--- config.mk ---
export PLATFORM = sky130hd
export DESIGN_NAME = qspis_wb_arb
export DESIGN_NICKNAME = d
export VERILOG_FILES = /design/src/rtl/qspis_pkg.sv /design/src/rtl/qspis_wb_tmo.sv /design/src/rtl/qspis_wb_arb.sv
export SDC_FILE = /design/constraint.sdc
export NUM_CORES = 1
export LEC_CHECK = 0
export CAP_MARGIN = 20
export CORE_AREA = 8 8 117 119
export CTS_CLUSTER_DIAMETER = 150
export DETAILED_ROUTE_END_ITERATION = 16
export DIE_AREA = 0 0 125 127
export GPL_TIMING_DRIVEN = 0
export PLACE_DENSITY = 0.71
export SLEW_MARGIN = 30
export SYNTH_ARGS = -nofsm -noshare
export SYNTH_HDL_FRONTEND = slang
export SYNTH_SLANG_ARGS = --single-unit
--- constraint.sdc ---
create_clock -name sys_clk -period 3.9 [get_ports sys_clk]
set_input_delay 0.78 -clock sys_clk [delete_from_list [all_inputs] [get_ports sys_clk]]
set_output_delay 0.78 -clock sys_clk [all_outputs]
set_load 0.02 [all_outputs]
--- src/rtl/qspis_pkg.sv ---
// Shared types and defaults for the QSPI-slave Wishbone arbiter.
// Latency: n/a (types only).
// Backpressure: n/a.
package qspis_pkg;

    // Arbiter FSM: free bus, owned bus, one-cycle watchdog termination.
    typedef enum logic [1:0] {
        IDLE = 2'd0,
        BUSY = 2'd1,
        TMO  = 2'd2
    } arb_state_e;

    // Requester index: 0 = QSPI bridge, 1 = internal host.
    typedef logic req_idx_t;

    // Default strobe-to-ack window in sys_clk cycles (0 disables the watchdog).
    localparam int TMO_CYC_DEFAULT = 255;

endpackage

--- src/rtl/qspis_wb_tmo.sv ---
// Bus-hang watchdog: counts stalled strobe cycles and flags expiry at the limit.
// Latency: expire is combinational in the cycle the count would reach limit.
// Backpressure: none; clr always wins, counter saturates instead of wrapping.
//
// Ports: sys_clk/rst clock and async reset, en = stalled strobe cycle,
// clr = ack/err/no strobe, limit = window (0 disables), expire = window hit.
module qspis_wb_tmo #(
    parameter int CW = 8
) (
    input  logic          sys_clk,
    input  logic          rst,
    input  logic          en,
    input  logic          clr,
    input  logic [CW-1:0] limit,
    output logic          expire
);

    logic [CW-1:0] cnt;

    always_ff @(posedge sys_clk or posedge rst) begin
        if (rst) begin
            cnt <= '0;
        end else if (clr) begin
            cnt <= '0;
        end else if (en && (cnt != {CW{1'b1}})) begin
            cnt <= cnt + 1'b1;
        end
    end

    // Expire in the cycle whose increment would make the count equal limit;
    // a concurrent clr (ack/err) suppresses it so a last-moment ack wins.
    always_comb begin
        expire = en && !clr && (limit != '0) && (cnt >= (limit - 1'b1));
    end

endmodule

--- src/rtl/qspis_wb_arb.sv ---
// Two-requester round-robin Wishbone arbiter with bus-hang watchdog.
// Latency: request to s_stb_o 1 cycle; s_ack_i/s_err_i/s_dat_i to owner 0 cycles.
// Backpressure: whole Wishbone cycles granted; loser waits while owner holds cyc.
//
// Ports: m0_* (QSPI bridge) and m1_* (internal host) Wishbone masters in,
// s_* single downstream slave, gnt_o owner index, busy_o bus owned,
// tmo_o one-cycle pulse when the watchdog terminates an access.
module qspis_wb_arb
    import qspis_pkg::*;
#(
    parameter int AW      = 32,
    parameter int DW      = 32,
    parameter int TMO_CYC = TMO_CYC_DEFAULT
) (
    input  logic            sys_clk,
    input  logic            rst,
    input  logic            m0_cyc_i,
    input  logic            m0_stb_i,
    input  logic            m0_we_i,
    input  logic [AW-1:0]   m0_adr_i,
    input  logic [DW-1:0]   m0_dat_i,
    input  logic [DW/8-1:0] m0_sel_i,
    output logic [DW-1:0]   m0_dat_o,
    output logic            m0_ack_o,
    output logic            m0_err_o,
    input  logic            m1_cyc_i,
    input  logic            m1_stb_i,
    input  logic            m1_we_i,
    input  logic [AW-1:0]   m1_adr_i,
    input  logic [DW-1:0]   m1_dat_i,
    input  logic [DW/8-1:0] m1_sel_i,
    output logic [DW-1:0]   m1_dat_o,
    output logic            m1_ack_o,
    output logic            m1_err_o,
    output logic            s_cyc_o,
    output logic            s_stb_o,
    output logic            s_we_o,
    output logic [AW-1:0]   s_adr_o,
    output logic [DW-1:0]   s_dat_o,
    output logic [DW/8-1:0] s_sel_o,
    input  logic [DW-1:0]   s_dat_i,
    input  logic            s_ack_i,
    input  logic            s_err_i,
    output logic            gnt_o,
    output logic            busy_o,
    output logic            tmo_o
);

    // A zero window would give a zero-width counter; keep one bit and let
    // the zero limit disable expiry instead.
    localparam int CW = (TMO_CYC > 0) ? $clog2(TMO_CYC + 1) : 1;
    localparam logic [CW-1:0] LIMIT = CW'(TMO_CYC);

    arb_state_e state;
    req_idx_t   gnt;
    req_idx_t   last_gnt;
    req_idx_t   nxt_gnt;

    logic            in_busy;
    logic            in_tmo;
    logic            own_cyc;
    logic            own_stb;
    logic            own_we;
    logic [AW-1:0]   own_adr;
    logic [DW-1:0]   own_dat;
    logic [DW/8-1:0] own_sel;
    logic            wd_en;
    logic            wd_clr;
    logic            wd_expire;

    always_comb begin
        in_busy = (state == BUSY);
        in_tmo  = (state == TMO);

        own_cyc = gnt ? m1_cyc_i : m0_cyc_i;
        own_stb = gnt ? m1_stb_i : m0_stb_i;
        own_we  = gnt ? m1_we_i  : m0_we_i;
        own_adr = gnt ? m1_adr_i : m0_adr_i;
        own_dat = gnt ? m1_dat_i : m0_dat_i;
        own_sel = gnt ? m1_sel_i : m0_sel_i;

        // On a tie the requester that did not own the bus last goes first.
        if (m0_cyc_i && m1_cyc_i) begin
            nxt_gnt = ~last_gnt;
        end else begin
            nxt_gnt = m1_cyc_i;
        end

        // Downstream mirrors the owner only in BUSY; TMO drops cyc/stb so the
        // hung slave sees the access abandoned.
        s_cyc_o = in_busy & own_cyc;
        s_stb_o = in_busy & own_cyc & own_stb;
        s_we_o  = in_busy & own_we;
        s_adr_o = in_busy ? own_adr : '0;
        s_dat_o = in_busy ? own_dat : '0;
        s_sel_o = in_busy ? own_sel : '0;

        // Slave terminations count only in BUSY, so late ones in TMO/IDLE drop.
        m0_ack_o = in_busy & ~gnt & s_ack_i;
        m1_ack_o = in_busy &  gnt & s_ack_i;
        m0_err_o = ~gnt & ((in_busy & s_err_i) | in_tmo);
        m1_err_o =  gnt & ((in_busy & s_err_i) | in_tmo);
        m0_dat_o = (in_busy & ~gnt) ? s_dat_i : '0;
        m1_dat_o = (in_busy &  gnt) ? s_dat_i : '0;

        busy_o = in_busy | in_tmo;
        gnt_o  = busy_o & gnt;
        tmo_o  = in_tmo;

        wd_en  = s_stb_o & ~s_ack_i & ~s_err_i;
        wd_clr = ~s_stb_o | s_ack_i | s_err_i;
    end

    qspis_wb_tmo #(
        .CW (CW)
    ) u_tmo (
        .sys_clk (sys_clk),
        .rst     (rst),
        .en      (wd_en),
        .clr     (wd_clr),
        .limit   (LIMIT),
        .expire  (wd_expire)
    );

    always_ff @(posedge sys_clk or posedge rst) begin
        if (rst) begin
            state    <= IDLE;
            gnt      <= 1'b0;
            last_gnt <= 1'b1;
        end else begin
            case (state)
                IDLE: begin
                    if (m0_cyc_i || m1_cyc_i) begin
                        state    <= BUSY;
                        gnt      <= nxt_gnt;
                        last_gnt <= nxt_gnt;
                    end
                end
                BUSY: begin
                    if (!own_cyc) begin
                        state <= IDLE;
                    end else if (wd_expire) begin
                        state <= TMO;
                    end
                end
                TMO:     state <= BUSY;
                default: state <= IDLE;
            endcase
        end
    end

endmodule

## Word-level counts from Yosys, hierarchy flattened

Index checks and enable logic that the tools add are counted.

- Multiplexer cells: 18
- Magnitude comparators: 1
- Reductions and logical operators: 10
- Bitwise logic cells: 22
- Equality and inequality tests: 5
- Add/subtract/negate cells: 1

Operators by type and width:

| kind | count |
|---|---|
| 2-to-1 mux 32 bit | 6 |
| 2-to-1 mux 8 bit | 2 |
| AND 1 bit | 13 |
| adder 8 x 1 -> 8 bit, second input constant | 1 |
| >= comparator 8 bit, second input constant | 1 |
| 2-to-1 mux 4 bit | 2 |
| != test 8 bit, second input constant | 1 |
| 2-to-1 mux 2 bit | 3 |
| one-hot mux 2 bit (3 select lines) | 1 |
| NOT 1 bit | 5 |
| logical AND 1 bit | 4 |
| 2-to-1 mux 1 bit | 4 |
| OR 1 bit | 4 |
| AND reduction 2 bit | 2 |
| != test 3 x 2 -> 1 bit, second input constant | 1 |
| equality test 2 x 1 -> 1 bit, second input constant | 1 |
| equality test 2 bit, second input constant | 1 |
| zero test 2 bit | 1 |
| != test 2 bit, second input constant | 1 |
| nonzero test 2 bit | 1 |
| zero test 1 bit | 1 |
| logical OR 1 bit | 1 |

- Register bits after elaboration: 12
- Output and inout bits: 142
- Word-level logic and storage cells: 61

## Logic depth before layout (Yosys ltp)

Gate-level depths: netlist of run 1.

- Depth in word-level cells: 12
- Depth in mapped cells: 8
- Gate-level depth less buffers: 6

## Hierarchy

Synthesis of run 1 repeated with hierarchy kept, for this count alone.

- Cells, all modules: 350
- Area, all modules: 2748.9 µm²

Modules (own cells, without submodules):

| module | instances | seq. area each (µm²) | cells an instance | area an instance (µm²) |
|---|---|---|---|---|
| qspis_wb_arb | 1 | 101.3 | 268 | 2016.9 |
| qspis_wb_tmo | 1 | 200.2 | 82 | 732.0 |

## Least setup slack after synthesis of run 1

Ideal clock, no wire load.

- Path kind: register to output
- Start point: register state[1]
- End point: output s_adr_o[10]
- Cell stages (with the launch flop): 7
- Arrival time: 1595 ps
- Path slack: 1525 ps
- Data required time: 3120 ps
- Path through: dfrtp_1 > inv_1 > ha_1 > buf_2 > clkbuf_1 > clkbuf_1 > nor2b_1

- Word-level cells in the longest chain between the ends: 2

Ends and longest elaborated chain:

| what | RTL line | RTL |
|---|---|---|
| from (decl) | qspis_wb_arb.sv:54 | `arb_state_e state;` |
| from (signal assigned) | qspis_wb_arb.sv:127 | `state <= IDLE;` |
| from (signal assigned) | qspis_wb_arb.sv:134 | `state <= BUSY;` |
| from (signal assigned) | qspis_wb_arb.sv:141 | `state <= IDLE;` |
| equality test 2 x 1 -> 1 bit | qspis_wb_arb.sv:72 | `in_busy = (state == BUSY);` |
| 2-to-1 mux 32 bit | qspis_wb_arb.sv:94 | `s_adr_o = in_busy ? own_adr : '0;` |
| to (decl) | qspis_wb_arb.sv:38 | `output logic [AW-1:0] s_adr_o,` |

No other way between the ends.

## Worst setup path after layout of run 1

- Start point: register state[1]
- End point: output s_dat_o[4]

- Word-level cells in the longest chain between the ends: 2

Ends and longest elaborated chain:

| what | RTL line | RTL |
|---|---|---|
| equality test 2 x 1 -> 1 bit | qspis_wb_arb.sv:72 |  |
| 2-to-1 mux 32 bit | qspis_wb_arb.sv:95 | `s_dat_o = in_busy ? own_dat : '0;` |
| to (decl) | qspis_wb_arb.sv:39 | `output logic [DW-1:0] s_dat_o,` |

No other way between the ends.

==> impl_metrics.env, run 1 <==
export IMPL_min_period_over_period_pct=92.6
export IMPL_dr_pass1_iters=4
export IMPL_fillCellCount=1152
export IMPL_dieArea_um2=15900
export IMPL_antenna_found_initial=0
export IMPL_via_per_inst=4.43
export IMPL_wl_met2_mm=8.34
export IMPL_grt_start_max_net_pins=13
export IMPL_placed_cell_area_um2=5800
export IMPL_grt_setup_unrepaired="false"
export IMPL_h_tree_depth=1
export IMPL_cts_num_sinks=12
export IMPL_worstPathRequired_ns=3.12
export IMPL_antenna_cells=0
export IMPL_top_layer="met4"
export IMPL_route_met3_wl_um=876
export IMPL_endpoint_kind="output pin"
export IMPL_path_clk_slew_ns=0.04
export IMPL_drt_initial_drc_count=124
export IMPL_fin_tns_setup_ns=0
export IMPL_cp_max_fo=10
export IMPL_seqPwrFrac_pct=4.6
export IMPL_core_area_um2=11800
export IMPL_layout_commonest_cell="clkdlybuf4s50_1"
export IMPL_synth_area_um2=2430
export IMPL_root_buffer="clkbuf_16"
export IMPL_yosys_warnings=0
export IMPL_crit_family="buffers and inverters"
export IMPL_fp_dieH_um=127
export IMPL_outcome="complete, no violations"
export IMPL_rows=40
export IMPL_postLayoutCellArea_um2=5880
export IMPL_max_cap_violations=0
export IMPL_insertion_delay_ns=0.24
export IMPL_multi_input_area_um2=1980
export IMPL_cts_tree="yes"
export IMPL_max_slew_margin_pct=61.0
export IMPL_gp_congestion=0.822
export IMPL_tightest_slew_ns=0.585
export IMPL_switching_share_pct=48.3
export IMPL_clockBufferDepth=2
export IMPL_crit_type="reg -> out"
export IMPL_hold_path_class="reg -> reg"
export IMPL_switchingPower_uw=1730
export IMPL_grt_pass1_wl_mm=22.5
export IMPL_slowest_delay_ns=0.64
export IMPL_gr_usage_all_layers_pct=17.9
export IMPL_nets=819
export IMPL_dp_final_hpwl_mm=13.6
export IMPL_ys_ff_latch=12
export IMPL_hold_viol_final=0
export IMPL_synthArstFlopShare_pct=100
export IMPL_routed_wl_mm=15.6
export IMPL_ctsResizeCount=0
export IMPL_p_leak_uw=0.00245
export IMPL_setup_violations=0
export IMPL_crit_buf_inv=5
export IMPL_portBuffers=319
export IMPL_io_pins=320
export IMPL_syn_num_nets=495
export IMPL_finalCriticalPeriod_ns=3.61
export IMPL_peakVddDrop_v=0.000265
export IMPL_slew_violations=0
export IMPL_vias=3460
export IMPL_fp_dieW_um=125
export IMPL_whs_path_depth=1
export IMPL_power_density_nw_per_um2=610
export IMPL_synth_main_ff_cell="dfrtp_1"
export IMPL_combPwrFrac_pct=90.1
export IMPL_drive_above_1_share_pct=2.84
export IMPL_power_share_clock_pct=5.3
export IMPL_synthToLayoutAreaGrowth_pct=142
export IMPL_cts_hold_buf=0
export IMPL_cp_arrival_ns=2.83
export IMPL_regArea_um2=302
export IMPL_ant_nets=0
export IMPL_ys_seq_area_share_pct=12.4
export IMPL_m1WireLength_mm=6.02
export IMPL_worst_path_max_delay_cell="clkdlybuf4s50_1"
export IMPL_post_cts_setup_buffers=0
export IMPL_synth_cell_types=36
export IMPL_synth_edf_count=0
export IMPL_final_cell_mix="clkdlybuf4s50_1 (319), nor2b_1 (71), mux2i_1 (70)"
export IMPL_drc_errors=0
export IMPL_p_int_uw=1860
export IMPL_cp_start_kind="flip-flop"
export IMPL_grt_overflow=0
export IMPL_ff2ff_path_depth=7
export IMPL_syn_inst=311
export IMPL_initial_core_util_pct=20.6
export IMPL_final_core_util_pct=49.8
export IMPL_fin_skew_ns=0.000604
export IMPL_max_freq_mhz=277
export IMPL_cts_buffers=3
export IMPL_path_common_cell="clkbuf_1"
export IMPL_wire_per_inst_um=19.9
export IMPL_path_depth=7
export IMPL_syn_area_per_cell_um2=7.80
export IMPL_crit_chain="inv_1 > ha_1 > buf_2 > clkbuf_1 > clkbuf_1 > nor2b_1 > clkdlybuf4s50_1"
export IMPL_grt_pass1_vias=3619
==> metal layers <==
metal / vias to the layer above / GRT usage, %
li1: 1719 / -
met1: 1588 / 19.4
met2: 138 / 35.1
met3: 15 / 3.70
met4: 0 / 3.87
met5: - / 0
==> synthesized netlist by cell type, drive strengths merged, types with 3 or more instances <==
cell type,instances,area (µm²)
buf,10,56.3
nand2,6,22.5
inv,6,22.5
a31oi,4,25.0
and3,34,213
and2,35,219
dfrtp,11,275
a21oi,3,15.0
nor2,7,26.3
nand4,3,18.8
o21a,3,22.5
nor2b,71,444
ha,6,75.1
mux2i,70,701
clkbuf,18,67.6
==> layout make-up <==
type                            instances  share of cell area [%]
Inverter                                6                   0.383
Sequential cell                        12                    5.13
Tap cell                              147                    3.13
Clock buffer                            4                    1.34
Buffer                                 28                    2.11
Timing Repair Buffer                  319                    54.3
Multi-Input combinational cell        265                    33.6
==> kinds of logic (layout without fill, tap and decap cells) <==
family	after synthesis	count (layout)	synth area share, %
AO/OA/AOI/OAI	21	21	6.55
XOR/XNOR	2	2	0.722
adder cells (fa/ha/maj)	6	6	3.09
buffers and inverters	34	357	6.03
flip-flops	12	12	12.4
multiplexers	71	71	29.3
AND/OR/NAND/NOR	165	165	41.9
==> final timing paths <==
path | startpoint | to | slack (ns)
setup / recovery | state[1] | s_dat_o[4] | 0.29
hold reg to reg | last_gnt | last_gnt | 0.53
hold / removal | last_gnt | last_gnt | 0.53
min in group asynchronous | rst | u_tmo.cnt[1] | 0.85
setup reg to reg | state[1] | state[0] | 1.91
max in group asynchronous | rst | last_gnt | 2.71
==> worst register-to-register path, cell delays in order, from the launching register on <==
cell and delay (ns):
dfrtp_1 0.39, inv_1 0.12, ha_1 0.15, buf_2 0.21, nand4b_4 0.12, a211o_1 0.34
buf_2 0.20, a311o_1 0.33
==> flip-flops by register name (all words and copies together) (netlist names) <==
name and cells:
gnt 1, last_gnt 1, state 2, u_tmo.cnt 8
==> power groups by stage <==
stage	combinational [µW]	sequential, µW	clock (µW)
after CTS	3280	163	197
after detailed placement	3270	165	0
after floorplan	1740	162	0
after global placement	3230	164	0
final	3240	164	192
after global routing	3420	168	203
==> stage by stage <==
stage / cells / power (µW) / setup WS, ns / hold slack [ns]
2_1_floorplan: 311 / 1910 / 1.52 / 0.504
3_3_place_gp: 777 / 3400 / 0.519 / 0.512
3_5_place_dp: 777 / 3430 / 0.477 / 0.528
4_1_cts: 781 / 3640 / 0.205 / 0.538
5_1_grt: 781 / 3790 / 0.0737 / 0.550
6_report: 781 / 3590 / 0.288 / 0.535
(Power assumes the default switching activity.)
==> run 2: changes to the inputs <==
--- a/config.mk
+++ b/config.mk
@@ -11,8 +11,10 @@
 export DETAILED_ROUTE_END_ITERATION = 16
 export DIE_AREA = 0 0 125 127
 export GPL_TIMING_DRIVEN = 0
-export PLACE_DENSITY = 0.71
-export SLEW_MARGIN = 30
+export HOLD_SLACK_MARGIN = 0.08
+export PLACE_DENSITY = 0.74
+export SLEW_MARGIN = 20
 export SYNTH_ARGS = -nofsm -noshare
 export SYNTH_HDL_FRONTEND = slang
+export SYNTH_HIERARCHICAL = 1
 export SYNTH_SLANG_ARGS = --single-unit
==> impl_metrics.env, run 2 <==
export IMPL_outcome="complete, no violations"
export IMPL_finalPower_uw=3660
export IMPL_ys_ff_latch=12
export IMPL_drc_errors=0
export IMPL_crit_buf_inv=4
export IMPL_slowest_delay_ns=0.65
export IMPL_max_freq_mhz=287
export IMPL_synth_most_common_cell="nor2b_1"
export IMPL_dieArea_um2=15900
export IMPL_cp_max_fo=10
export IMPL_ctsResizeCount=0
export IMPL_fin_tns_setup_ns=0
export IMPL_root_buffer="clkbuf_16"
export IMPL_yosys_warnings=6
export IMPL_drive_above_1_share_pct=3.74
export IMPL_post_cts_setup_buffers=0
export IMPL_dp_final_hpwl_mm=15.4
export IMPL_worstPathRequired_ns=3.12
export IMPL_largest_reg_flops=8
export IMPL_wire_per_inst_um=20.5
export IMPL_cts_buffers=3
export IMPL_grt_setup_unrepaired="false"
export IMPL_synthArstFlopShare_pct=100
export IMPL_synth_area_leaders="mux2i_1 (26%), nor2b_1 (17%), dfrtp_1 (10%)"
export IMPL_synth_area_um2=2750
export IMPL_grt_overflow=0
export IMPL_grt_pass1_vias=3823
export IMPL_final_core_util_pct=53.3
export IMPL_io_pins=320
export IMPL_portBuffers=319
export IMPL_whs_ns=0.540
export IMPL_synth_edf_count=0
export IMPL_fp_dieH_um=127
export IMPL_h_tree_depth=1
export IMPL_cts_hold_buf=0
export IMPL_insertion_delay_ns=0.24
export IMPL_power_density_nw_per_um2=581
export IMPL_switchingPower_uw=1780
export IMPL_cp_start_kind="flip-flop"
export IMPL_synth_main_ff_cell="dfrtp_1"
export IMPL_gr_usage_all_layers_pct=20.3
export IMPL_combPwrFrac_pct=90.7
export IMPL_max_slew_margin_pct=55.4
export IMPL_yosysTopAreaCellShare_pct=26.2
export IMPL_layout_commonest_cell="clkdlybuf4s50_1"
export IMPL_syn_inst=350
export IMPL_reg_top3="u_tmo/cnt: 8 flops, state: 2 flops"
export IMPL_crit_chain="inv_1 > ha_1 > buf_2 > clkbuf_1 > nor2b_1 > clkdlybuf4s50_1"
export IMPL_placed_cell_area_um2=6210
export IMPL_endpoint_kind="output pin"
export IMPL_cp_arrival_ns=2.71
export IMPL_finalCriticalPeriod_ns=3.49
export IMPL_antenna_found_initial=1
export IMPL_setup_violations=0
export IMPL_switching_share_pct=48.6
export IMPL_synth_cell_types=45
export IMPL_ys_seq_area_share_pct=11.0
export IMPL_power_share_clock_pct=5.0
export IMPL_p_int_uw=1880
export IMPL_peakVddDrop_v=0.000316
export IMPL_dr_pass1_iters=4
export IMPL_hold_path_class="reg -> reg"
export IMPL_rows=40
export IMPL_synth_top_cell_by_area="mux2i_1"
export IMPL_final_cell_mix="clkdlybuf4s50_1 (319), nor2b_1 (73), mux2i_1 (72)"
export IMPL_worst_path_max_delay_cell="clkdlybuf4s50_1"
export IMPL_hold_viol_final=0
export IMPL_synthToLayoutAreaGrowth_pct=129
export IMPL_cts_tree="yes"
export IMPL_whs_path_depth=2
export IMPL_fin_skew_ns=0.00337
export IMPL_gp_congestion=0.881
export IMPL_crit_family="buffers and inverters"
export IMPL_p_leak_uw=0.00271
export IMPL_clockBufferDepth=2
export IMPL_max_cap_violations=0
export IMPL_drt_initial_drc_count=149
export IMPL_fp_dieW_um=125
export IMPL_via_per_inst=4.46
export IMPL_ff2ff_path_depth=11
export IMPL_synth_common_cells="nor2b_1 (73), mux2i_1 (72), and2_1 (34), and3_1 (34), ha_1 (15)"
export IMPL_syn_area_per_cell_um2=7.85
export IMPL_min_period_over_period_pct=89.4
export IMPL_grt_pass1_wl_mm=25.2
export IMPL_path_clk_slew_ns=0.04
export IMPL_seqPwrFrac_pct=4.3
export IMPL_crit_type="reg -> out"
export IMPL_nets=890
export IMPL_core_area_um2=11800
export IMPL_cts_num_sinks=12
export IMPL_tightest_slew_ns=0.664
export IMPL_ant_nets=0
export IMPL_antenna_cells=0
export IMPL_grt_start_max_net_pins=11
export IMPL_path_depth=6
export IMPL_top_register="u_tmo/cnt"
export IMPL_routed_wl_mm=17.3
export IMPL_fillCellCount=1088
export IMPL_slew_violations=0
export IMPL_initial_core_util_pct=23.3
export IMPL_vias=3763
export IMPL_postLayoutCellArea_um2=6290
[run 2: cell count changes in the layout (fill, tap and decap cells not counted), moves of 4 or more]
| cell | change |
|---|---|
| ha_1 | +9 |
| buf_4 | +6 |
| o21ai_0 | +5 |
| conb_1 | +24 |
| clkbuf_2 | +5 |
| inv_1 | +4 |
| xor2_1 | +5 |
| clkbuf_1 | -11 |
| nor2_1 | +5 |
[run 2: worst min-delay path, cell delays in order, from the launching register on]
cell and delay, ns:
dfstp_2 0.37, a21oi_1 0.11, a31oi_1 0.05
[run 2: final cells by class]
class	instances	area (µm²)	share of cell area [%]
multi-input cells	324	2340	37.3
flip-flops and latches	12	302	4.79
repair buffers	319	3190	50.8
well taps	147	184	2.92
inverters	10	37.5	0.597
clock buffers	4	78.8	1.25
plain buffers	27	153	2.43
[run 2: per-layer routing]
metal / track usage, % / vias up / wire, µm
met2: 39.6 / 119 / 9350
met1: 22.3 / 1755 / 6640
met5: 0 / - / 13
met3: 4.53 / 14 / 1090
li1: - / 1873 / -
met4: 3.01 / 2 / 210
[run 2: power groups by stage]
stage / registers (µW) / clock network (µW) / logic [µW]
after floorplan: 155 / 0 / 1780
after CTS: 156 / 191 / 3360
after global routing: 159 / 197 / 3490
after detailed placement: 158 / 0 / 3350
final: 156 / 184 / 3320
after global placement: 156 / 0 / 3310
[run 2: logic make-up (layout without fill, tap and decap cells)]
family                   Yosys count  count (layout)  share of synthesized area [%]
adder cells (fa/ha/maj)           15              15                           6.83
XOR/XNOR                           9               9                           2.87
flip-flops                        12              12                           11.0
AO/OA/AOI/OAI                     25              25                           6.37
buffers and inverters             37             360                           6.92
AND/OR/NAND/NOR                  179             179                           39.7
other                              1              24                          0.136
multiplexers                      72              72                           26.2
[run 2: worst paths after layout]
kind                          start           end  slack [ns]
max                        state[1]   s_dat_o[19]        0.41
min                        last_gnt      last_gnt        0.54
max reg2reg                state[1]      state[1]        0.81
min reg2reg                last_gnt      last_gnt        0.54
max in group asynchronous       rst  u_tmo/cnt[4]        2.83
min in group asynchronous       rst      state[1]        0.77
[run 2: through the flow]
stage          setup WS, ns  std cells
2_1_floorplan          1.31        373
3_3_place_gp          0.334        839
3_5_place_dp          0.281        839
4_1_cts               0.366        843
5_1_grt               0.166        843
6_report              0.414        843
==> run 3: changes to the inputs <==
==> constraint.sdc (replaced) <==
create_clock -name sys_clk -period 3.9 [get_ports sys_clk]
set_input_delay 0.39 -clock sys_clk [delete_from_list [all_inputs] [get_ports sys_clk]]
set_output_delay 0.39 -clock sys_clk [all_outputs]
set_load 0.02 [all_outputs]
==> results of run 3 <==
Same layout as run 2 (identical final DEF). Status: complete, no violations.
Among the figures that moved: setup slack after placement 0.281 ns -> 0.671 ns; setup slack after layout 0.414 ns -> 0.804 ns; hold slack 0.540 ns -> 0.384 ns
